## src/rtl/bit_index_emitter_pkg.sv

```systemverilog
// bit_index_emitter_pkg: shared widths, FSM state encoding and scan direction constants.
package bit_index_emitter_pkg;
  localparam int W = 32;
  localparam int IDXW = 5;
  localparam int CNTW = 6;
  localparam logic YON_LSB = 1'b0;
  localparam logic YON_MSB = 1'b1;
  typedef enum logic [1:0] {BOSTA = 2'd0, YAYIN = 2'd1, BITTI = 2'd2} state_t;
endpackage

```

## src/rtl/bit_index_emitter_finder.sv

```systemverilog
// bit_position_finder: lowest (dir=0) or highest (dir=1) set-bit index plus any/single flags.
module bit_position_finder
  import bit_index_emitter_pkg::*;
#(
  parameter int PW = W,
  parameter int PIDXW = IDXW
) (
  input  logic [PW-1:0]    i_vec,
  input  logic             i_dir,
  output logic [PIDXW-1:0] o_idx,
  output logic             o_any,
  output logic             o_single
);
  logic [PW-1:0]    w_v;
  logic [PIDXW-1:0] w_pos;
  always_comb begin
    w_v = i_vec;
    if (i_dir == YON_MSB) for (int i = 0; i < PW; i++) w_v[i] = i_vec[PW-1-i];
    w_pos = '0;
    for (int i = PW-1; i >= 0; i--) if (w_v[i]) w_pos = PIDXW'(i);
    // a reversed-vector position p maps back to bit PW-1-p
    o_idx = i_dir == YON_MSB ? PIDXW'(PW-1) - w_pos : w_pos;
  end
  assign o_any = |i_vec;
  assign o_single = o_any && ((i_vec & (i_vec - PW'(1))) == '0);
endmodule

```

## src/rtl/bit_index_emitter.sv

```systemverilog
// bit_index_emitter: streams the index of every set bit of a word, LSB- or MSB-first.
// Optional abort input iptal_i is present when BIT_INDEX_EMITTER_ABORT_EN is defined.
module bit_index_emitter
  import bit_index_emitter_pkg::*;
(
  input  logic            clk_i,
  input  logic            rst_i,
  input  logic            start_i,
  input  logic [W-1:0]    deger_i,
  input  logic            yon_i,
  output logic            hazir_o,
  output logic            idx_valid_o,
  output logic [IDXW-1:0] idx_o,
  input  logic            idx_ready_i,
  output logic            son_o,
  output logic            bitti_o,
`ifdef BIT_INDEX_EMITTER_ABORT_EN
  input  logic            iptal_i,
`endif
  output logic [CNTW-1:0] sayac_o
);
  state_t            r_state, w_next;
  logic [W-1:0]      r_res;
  logic              r_dir;
  logic [CNTW-1:0]   r_cnt;
  logic [IDXW-1:0]   w_idx;
  logic              w_any, w_single, w_xfer, w_abort;
  bit_position_finder #(.PW(W), .PIDXW(IDXW)) u_finder (
    .i_vec(r_res), .i_dir(r_dir), .o_idx(w_idx), .o_any(w_any), .o_single(w_single)
  );
`ifdef BIT_INDEX_EMITTER_ABORT_EN
  assign w_abort = iptal_i && r_state == YAYIN;
`else
  assign w_abort = 1'b0;
`endif
  assign hazir_o     = r_state == BOSTA;
  assign idx_valid_o = r_state == YAYIN && w_any;
  assign idx_o       = idx_valid_o ? w_idx : '0;
  assign son_o       = idx_valid_o && w_single;
  assign bitti_o     = r_state == BITTI;
  assign sayac_o     = r_cnt;
  assign w_xfer      = idx_valid_o && idx_ready_i;
  always_comb begin
    w_next = r_state;
    w_next = r_state == BOSTA ? (start_i ? (|deger_i ? YAYIN : BITTI) : BOSTA)
           : r_state == YAYIN ? (w_abort ? BOSTA : (w_xfer && w_single) ? BITTI : YAYIN)
           : BOSTA;
  end
  always_ff @(posedge clk_i or posedge rst_i) begin
    if (rst_i) begin
      r_state <= BOSTA;
      r_res   <= '0;
      r_dir   <= YON_LSB;
      r_cnt   <= '0;
    end else begin
      r_state <= w_next;
      if (hazir_o && start_i) begin
        r_res <= deger_i;
        r_dir <= yon_i;
        r_cnt <= '0;
      end else if (r_state == YAYIN) begin
        if (w_xfer) begin
          r_res <= r_res & ~(W'(1) << w_idx);
          r_cnt <= r_cnt + CNTW'(1);
        end
        if (w_abort) r_res <= '0;
      end
    end
  end
endmodule

```

## config.mk

```make
export PLATFORM = sky130hd
export DESIGN_NAME = bit_index_emitter
export DESIGN_NICKNAME = d
export VERILOG_FILES = /design/src/rtl/bit_index_emitter_pkg.sv /design/src/rtl/bit_index_emitter_finder.sv /design/src/rtl/bit_index_emitter.sv
export SDC_FILE = /design/constraint.sdc
export NUM_CORES = 1
export LEC_CHECK = 0
export BUFFER_PORTS_ARGS = -buffer_cell sky130_fd_sc_hd__buf_2
export CORE_MARGIN = 2
export CORE_UTILIZATION = 60
export DETAILED_ROUTE_END_ITERATION = 10
export MAX_ROUTING_LAYER = met4
export PLACE_DENSITY = 0.88
export RECOVER_POWER = 100
export SYNTH_ARGS = -nofsm -noshare
export SYNTH_HDL_FRONTEND = slang
export SYNTH_SLANG_ARGS = --single-unit
```

## constraint.sdc

```tcl
create_clock -name clk_i -period 8.2 [get_ports clk_i]
set_clock_uncertainty 0.05 [all_clocks]
set_input_delay 0.82 -clock clk_i [delete_from_list [all_inputs] [get_ports clk_i]]
set_output_delay 0.82 -clock clk_i [all_outputs]
set_load 0.01 [all_outputs]
```

* Word-level counts from Yosys, hierarchy flattened
Cells that the tools add are included.
** Storage, ports and cells
- ROM bits :: 0
- Memories kept :: 0
- Bits of input ports :: 37
- Logic and storage cells :: 72
- Flip-flop bits (word level) :: 41
- Latch bits :: 0
- Bits in writable memories :: 0
** Cells by class
- Muxes and demuxes :: 46
- Shift operators :: 1
- Multiply operators :: 0
- Div/mod/pow operators :: 0
- Reduce and logical (&&, ||, !) cells :: 13
- Add/sub/neg operators :: 3
- Bitwise gates (word level) :: 3
- Order comparisons :: 0
- Equal/unequal tests :: 2
** Operator list (count)
- $mux 5 :: 34
- $mux 32 :: 4
- $and 32x32->32 :: 2
- $reduce_or 32->1 :: 2
- $logic_not 32->1 :: 1
- $not 32->32 :: 1
- $shl 1x5->32 const A :: 1
- $sub 32x1->32 const B :: 1
- $mux 6 :: 3
- $mux 2 :: 5
- $add 6x1->6 const B :: 1
- $logic_and 1x1->1 :: 6
- $sub 5x5->5 const A :: 1
- $reduce_bool 2->1 :: 2
- $eq 2x1->1 const B :: 1
- $eq 2x2->1 const B :: 1
- $logic_not 2->1 :: 1
- $reduce_and 2->1 :: 1

* Longest topological paths before layout
Gate-level depths: netlist (run 1).
- Depth in word-level cells :: 41
- Depth in mapped cells :: 14
- Gate-level depth less buffers :: 8

* Hierarchy
A second synthesis (run 1) with hierarchy kept.
** Unflattened totals
- Cell total of the unflattened synthesis :: 395
- Area, all modules :: 3303.2 um2
** Modules (own cells, without submodules)
- bit_index_emitter :: seq. area each 1026.0 um2, area an instance 2034.5 um2, cells each 183, instances 1
- bit_position_finder :: seq. area each 0.0 um2, area an instance 1268.7 um2, cells each 212, instances 1

* Worst setup path after synthesis (run 1)
No wires, ideal clock.
- Path type :: register to output
- Start point :: register r_dir
- End point :: output idx_o[0]
- Arrival time :: 2.527 ns
- Slack :: 4.803 ns
- Required time :: 7.330 ns
- Cell stages (with the launch flop) :: 12
- Cell sequence :: dfrtp_1 buf_6 buf_6 buf_6 a2111oi_1 o211ai_1 a21oi_1 nor4_2 o41ai_4 clkbuf_1 nor2_1 a211oi_1
** On the way
- Longest elaborated chain between the ends :: 36
** Ends and longest elaborated chain
- from (decl) :: line bit_index_emitter.sv:24 : logic r_dir;
- from (signal assigned) :: line bit_index_emitter.sv:59 : r_dir <= yon_i;
- $mux 32 :: line bit_index_emitter_finder.sv:18 : if (i_dir == YON_MSB) for (int i = 0; i < PW; i++) w_v[i] = i_vec[PW-1-i];
- $mux 5 (32 in series) :: line bit_index_emitter_finder.sv:20 : for (int i = PW-1; i >= 0; i--) if (w_v[i]) w_pos = PIDXW'(i);
- $sub 5x5->5 :: line bit_index_emitter_finder.sv:22 : o_idx = i_dir == YON_MSB ? PIDXW'(PW-1) - w_pos : w_pos;
- $mux 5 * :: line bit_index_emitter_finder.sv:22
- $mux 5 * :: line bit_index_emitter.sv:38 : assign idx_o = idx_valid_o ? w_idx : '0;
- to (decl) :: line bit_index_emitter.sv:13 : output logic [IDXW-1:0] idx_o,
Every way passes the cells marked *; elsewhere a longest branch is shown, timed or not.

* Final worst setup path (run 1)
- Start point :: register r_dir
- End point :: output idx_o[1]
The elaborated chain is that of the path after synthesis.

==> results of run 1 <==
## cells in the mapped netlist, types with 3 or more instances
library cell	number	share of area
nor4_1	13	0.020
nor2_2	5	0.0078
or2_2	4	0.0062
a211oi_1	5	0.0093
buf_6	5	0.014
nand3_1	5	0.0062
o21ai_0	7	0.0087
clkbuf_1	25	0.023
nand2_1	15	0.014
nor3b_1	11	0.021
buf_2	13	0.016
nand2b_1	3	0.0047
nor3b_2	3	0.0093
a221oi_1	5	0.011
o31ai_1	4	0.0075
o22ai_1	10	0.016
a31o_2	8	0.017
xor2_1	4	0.0087
o22a_1	3	0.0065
or4_1	4	0.0075
or3_1	6	0.0093
a31oi_1	6	0.0093
nand4_1	4	0.0062
maj3_1	4	0.0099
nor2b_1	8	0.012
nor3_2	6	0.015
mux2i_1	25	0.062
buf_4	3	0.0056
nor2_1	52	0.048
nor3_1	29	0.036
o211ai_1	3	0.0056
dfrtp_1	41	0.25
inv_1	13	0.012
a311oi_1	5	0.011
and2_1	4	0.0062
a221oi_2	11	0.041
a21oi_1	32	0.040
## power groups by stage
| stage | sequential (mW) | clock (mW) | combinational (mW) |
|---|---|---|---|
| global placement | 0.566 | 0 | 0.941 |
| global route | 0.599 | 0.139 | 1.06 |
| CTS | 0.570 | 0.130 | 0.979 |
| finish | 0.595 | 0.130 | 0.985 |
| floorplan | 0.345 | 0 | 0.943 |
| detailed placement | 0.574 | 0 | 0.968 |
## stage by stage
stage,hold slack (ns),util,instances
2_1_floorplan,0.386,-,474
3_3_place_gp,0.407,0.647,557
3_5_place_dp,0.413,0.647,557
4_1_cts,0.425,0.660,565
5_1_grt,0.477,0.645,565
6_report,0.423,0.645,565
## cell families after synthesis
group | after synthesis | share of synthesized area
simple gates | 199 | 0.298
compound gates | 133 | 0.272
buf+inv | 61 | 0.0730
flops | 41 | 0.255
mux | 27 | 0.0677
xor+xnor | 8 | 0.0211
fa+ha+maj | 5 | 0.0131
## area by class of cell
type	instances	area [sq um]	area share
multi-input cells	372	2630	0.636
clock buffers	6	72.6	0.0175
flip-flops and latches	41	1030	0.248
well taps	77	96.3	0.0233
inverters	14	52.6	0.0127
repair buffers	53	251	0.0607
clock inverters	2	10.0	0.00242
## state kept, by name, summed over array words and instances, names as in the netlist
signal	count
r_dir	1
r_res	32
r_state	2
sayac_o	6
## worst reg2reg max path: stages (launching register included)
cell      delay (ns)
dfrtp_1         1.60
inv_1           0.64
o31ai_1         0.65
a311oi_1        0.18
o41a_1          0.46
nor4_1          0.99
nand2_2         0.23
nor2_1          0.47
a221oi_1        0.20
## routing by layer
| metal | vias to the layer above | routed length, microns | part of all wire | track usage |
|---|---|---|---|---|
| met5 | - | 0 | 0 | - |
| met4 | 0 | 809 | 0.060 | 0.185 |
| met3 | 94 | 1700 | 0.13 | 0.0645 |
| met2 | 384 | 5990 | 0.45 | 0.582 |
| met1 | 1986 | 4940 | 0.37 | 0.496 |
| li1 | 1828 | - | - | - |
## worst paths after layout
path                       startpoint         end  slack, ns  cells past startpoint
min reg2reg                r_state[1]  r_state[0]       0.42                      1
max reg2reg                     r_dir   r_res[21]       2.56                      8
max in group asynchronous       rst_i    r_res[6]       5.48                      3
min                        r_state[1]  r_state[0]       0.42                      1
min in group asynchronous       rst_i  sayac_o[1]       1.30                      3
max                             r_dir    idx_o[1]       2.54                      8
## cell usage in the layout, fill, tap and decap left out, types with 4 or more instances in the layout
master,count
a211oi_1,5
or4_1,4
o22ai_1,10
clkbuf_8,5
nor3_1,30
or2_2,4
mux2i_1,25
xor2_1,4
and2_0,4
a31oi_1,6
a311oi_1,5
nand3_1,5
a31o_2,8
dfrtp_1,41
nor2_2,5
nor4_1,14
or3_1,6
nor3b_1,11
nor2b_1,8
a221oi_2,7
nand2_1,15
maj3_1,4
buf_2,39
nor2_1,52
a221oi_1,9
nor3_2,6
o21ai_0,7
nand4_1,5
inv_1,14
o31ai_1,6
a21oi_1,32
clkbuf_1,14
==> flow_summary.json, run 1 <==
{
  "outcome": "complete, but fails checks",
  "violations": "capacitance limit, slew limit",
  "dieArea_sq_um": 7380,
  "post_cts_resized": 0,
  "io_pins": 52,
  "p_per_area_nw_per_um2": 413,
  "ys_seq_elements": 41,
  "finalSetupViolCount": 0,
  "clkLatencyLatePin_ns": 0.30,
  "dpl_cell_area_sq_um": 4150,
  "grt_pass1_vias": 4039,
  "cts.path.max_buffers": 2,
  "hold_buffers": 0,
  "drcViolationCount": 0,
  "synth.cell_area_sq_um": 4030,
  "path_clk_slew_ns": 0.08,
  "postLayoutCellArea_sq_um": 4140,
  "tritoncts": "built",
  "min_period_ns": 5.66,
  "rows": 29,
  "drive_above_1_share": 0.205,
  "synth_enable_flop_cells": 0,
  "clockPowerShare": 0.076,
  "fp.dieH_microns": 85.9,
  "swShare": 0.568,
  "diodes": 0,
  "worst_path_most_repeated_cell": "o31ai_1",
  "worstSetupPathType": "reg2out",
  "hold_class": "reg2reg",
  "switching_power_uw": 972,
  "ys_async_sr_fraction": 1.00,
  "initial_core_util": 0.627,
  "clock.fmax_mhz": 177,
  "grt-ovfl-total": 0,
  "route.vias.total": 4292,
  "worstPathRequired_ns": 7.33,
  "numCtsBuffers": 5,
  "critPathLaunchType": "register",
  "wirelength_microns": 13400,
  "tns_ns": 0,
  "io_buffer_count": 51,
  "dr.pass1.iters": 6,
  "cp_max_fo": 64,
  "fillers": 555,
  "wl_per_cell_microns": 23.8,
  "ys_seq_area_frac": 0.255,
  "pwr-share-comb": 0.576,
  "cts_sinks": 41,
  "post_synth_num_cell_types": 89,
  "antenna_found_initial": 0,
  "syn_inst": 474,
  "vias_per_cell": 7.60,
  "relSlewSlack": -1.13,
  "fin_ws_ns": 2.54,
  "avgSynthCellArea_sq_um": 8.49,
  "finalPower_mw": 1.71,
  "drv_slew": 156,
  "hold_violations": 0,
  "slowest_delay_ns": 1.60,
  "critPathTopFamily": "flip-flops",
  "drtAntennaViolNets": 0,
  "drt_iter0_drc": 647,
  "grt_pass1_wl_microns": 21500,
  "gp_congestion": 1.03,
  "vdd_drop_max_mv": 0.257,
  "p_seq_frac": 0.348,
  "grt_setup_unrepaired": "no",
  "leakage_nw": 1.53,
  "path_buf_inv": 2,
  "path_cells": "inv_1 > o31ai_1 > a311oi_1 > o31ai_1 > and2_2 > nor2_1 > nor3_1 > buf_2",
  "cts-root-buf": "clkbuf_8",
  "synth_flop_cell": "dfrtp_1",
  "htree_num_levels": 2,
  "min_period_over_period": 0.690,
  "syn_nets": 512,
  "drv_cap": 3,
  "track_usage": 0.383,
  "area_growth_pct": 2.83,
  "p_int_uw": 739,
  "cp_slowest_cell": "dfrtp_1",
  "worstPathArrival_ns": 4.79,
  "cp-end-kind": "primary output",
  "die_w_microns": 85.9,
  "nNetsFinal": 525,
  "grt_max_degree": 65,
  "dp_slack_ns": 4.26,
  "worstMarginPinSlew_ns": 3.19,
  "core_sq_um": 6420,
  "dp_hpwl_microns": 9560,
  "ys_warn_count": 0,
  "cts_setup_buffers": 0
}
Power figures use the tool's default switching activity.
==> inputs of run 2 (changes only) <==
Settings changed: CORE_UTILIZATION 60 to 54, PLACE_DENSITY 0.88 to 0.84.
Clock period 8.2 ns to 5 ns, I/O delays scaled along.
==> flow_summary.json, run 2 (synthesis results as in run 1) <==
{
  "finalPower_mw": 2.83,
  "worstPathArrival_ns": 4.48,
  "drcViolationCount": 0,
  "clock.fmax_mhz": 230,
  "dieArea_sq_um": 8160,
  "fp.dieH_microns": 90.4,
  "relSlewSlack": -0.535,
  "critPathLaunchType": "register",
  "initial_core_util": 0.555,
  "path_clk_slew_ns": 0.08,
  "wl_per_cell_microns": 22.5,
  "hold_class": "in2reg",
  "hold_buffers": 0,
  "cts_sinks": 41,
  "dr.pass1.iters": 5,
  "grt-ovfl-total": 0,
  "htree_num_levels": 2,
  "finalSetupViolCount": 0,
  "io_buffer_count": 51,
  "grt_setup_unrepaired": "no",
  "outcome": "complete, but fails checks",
  "cp-end-kind": "register",
  "nNetsFinal": 527,
  "grt_pass1_vias": 3869,
  "cts-root-buf": "clkbuf_8",
  "p_per_area_nw_per_um2": 672,
  "hold_violations": 0,
  "cts_setup_buffers": 0,
  "grtUsageMet3": 0.0376,
  "antenna_found_initial": 0,
  "p_seq_frac": 0.340,
  "track_usage": 0.326,
  "drt_iter0_drc": 391,
  "diodes": 0,
  "leakage_nw": 1.55,
  "gp_congestion": 1.00,
  "grt_pass1_wl_microns": 20500,
  "drive_above_1_share": 0.202,
  "cp_max_fo": 64,
  "worstSetupPathType": "reg2reg",
  "tns_ns": 0,
  "worstPathRequired_ns": 5.14,
  "grt_use_met1": 0.437,
  "wirelength_microns": 13200,
  "rows": 31,
  "worstMarginPinSlew_ns": 2.30,
  "vdd_drop_max_mv": 0.428,
  "postLayoutCellArea_sq_um": 4210,
  "drv_slew": 42,
  "dp_hpwl_microns": 9750,
  "clockPowerShare": 0.094,
  "route.vias.total": 4166,
  "cts.path.max_buffers": 2,
  "dpl_cell_area_sq_um": 4200,
  "max_flop_register": "r_res",
  "die_w_microns": 90.4,
  "min_period_ns": 4.34,
  "clkLatencyLatePin_ns": 0.30,
  "fillers": 661,
  "swShare": 0.555,
  "p_int_mw": 1.26,
  "drtAntennaViolNets": 0,
  "grt_max_degree": 65,
  "numCtsBuffers": 5,
  "io_pins": 52,
  "layout_commonest_cell": "nor2_1",
  "largest_reg_flops": 32,
  "post_cts_resized": 0,
  "core_sq_um": 7250,
  "area_growth_pct": 4.44,
  "min_period_over_period": 0.868,
  "switching_power_mw": 1.57,
  "whs_ns": 0.363,
  "grt.busiest_layer": "met2",
  "tritoncts": "built",
  "drv_cap": 1,
  "layout_common_cells": "nor2_1 (53), dfrtp_1 (40), buf_2 (38)",
  "vias_per_cell": 7.09,
  "pwr-share-comb": 0.565,
  "violations": "capacitance limit, slew limit",
  "grt.met2_usage": 0.482
}
[run 2: cell type report]
cell class / count / area, sq um / share of cell area
repair buffers: 55 / 265 / 0.0631
flip-flops and latches: 41 / 1030 / 0.244
multi-input cells: 372 / 2630 / 0.626
well taps: 99 / 124 / 0.0295
clock inverters: 2 / 35.0 / 0.00833
clock buffers: 5 / 68.8 / 0.0164
inverters: 14 / 52.6 / 0.0125
[run 2: power by group through the flow]
stage               registers [mW]  clock network [mW]  logic (mW)
floorplan                    0.565                   0        1.55
global route                 0.973               0.280        1.72
finish                       0.962               0.266        1.60
detailed placement           0.939                   0        1.60
global placement             0.927                   0        1.57
CTS                          0.930               0.264        1.61
[run 2: metrics by stage]
stage                     setup WS, ns  utilization  instances
final                            0.658        0.580        588
after global routing             0.402        0.580        588
after CTS                         1.00        0.593        588
after detailed placement          1.32        0.579        581
after global placement            1.40        0.579        581
after floorplan                   1.92            -        474
[run 2: critical path: stages, from the launching register on]
cell and delay, ns:
dfrtp_2 1.05, inv_1 0.48, o31ai_1 0.52, a311oi_1 0.17, o41a_1 0.47, o21ai_0 0.62, nor2_1 0.30, buf_4 0.26
a221oi_1 0.30
[run 2: worst paths after layout]
path / startpoint / endpoint / slack [ns] / cells after the start
worst max-delay path: r_dir / r_res[5] / 0.66 / 8
worst min-delay path: yon_i / r_dir / 0.36 / 3
worst max register to register: r_dir / r_res[5] / 0.66 / 8
worst min register to register: r_state[1] / r_state[0] / 0.44 / 1
max in group asynchronous: rst_i / r_dir / 2.44 / 3
min in group asynchronous: rst_i / sayac_o[3] / 0.99 / 3
[run 2: layer usage]
layer | share of wire | vias to the layer above
met5 | 0 | -
met4 | 0.053 | 0
met3 | 0.093 | 67
met2 | 0.45 | 288
met1 | 0.40 | 1973
li1 | - | 1838
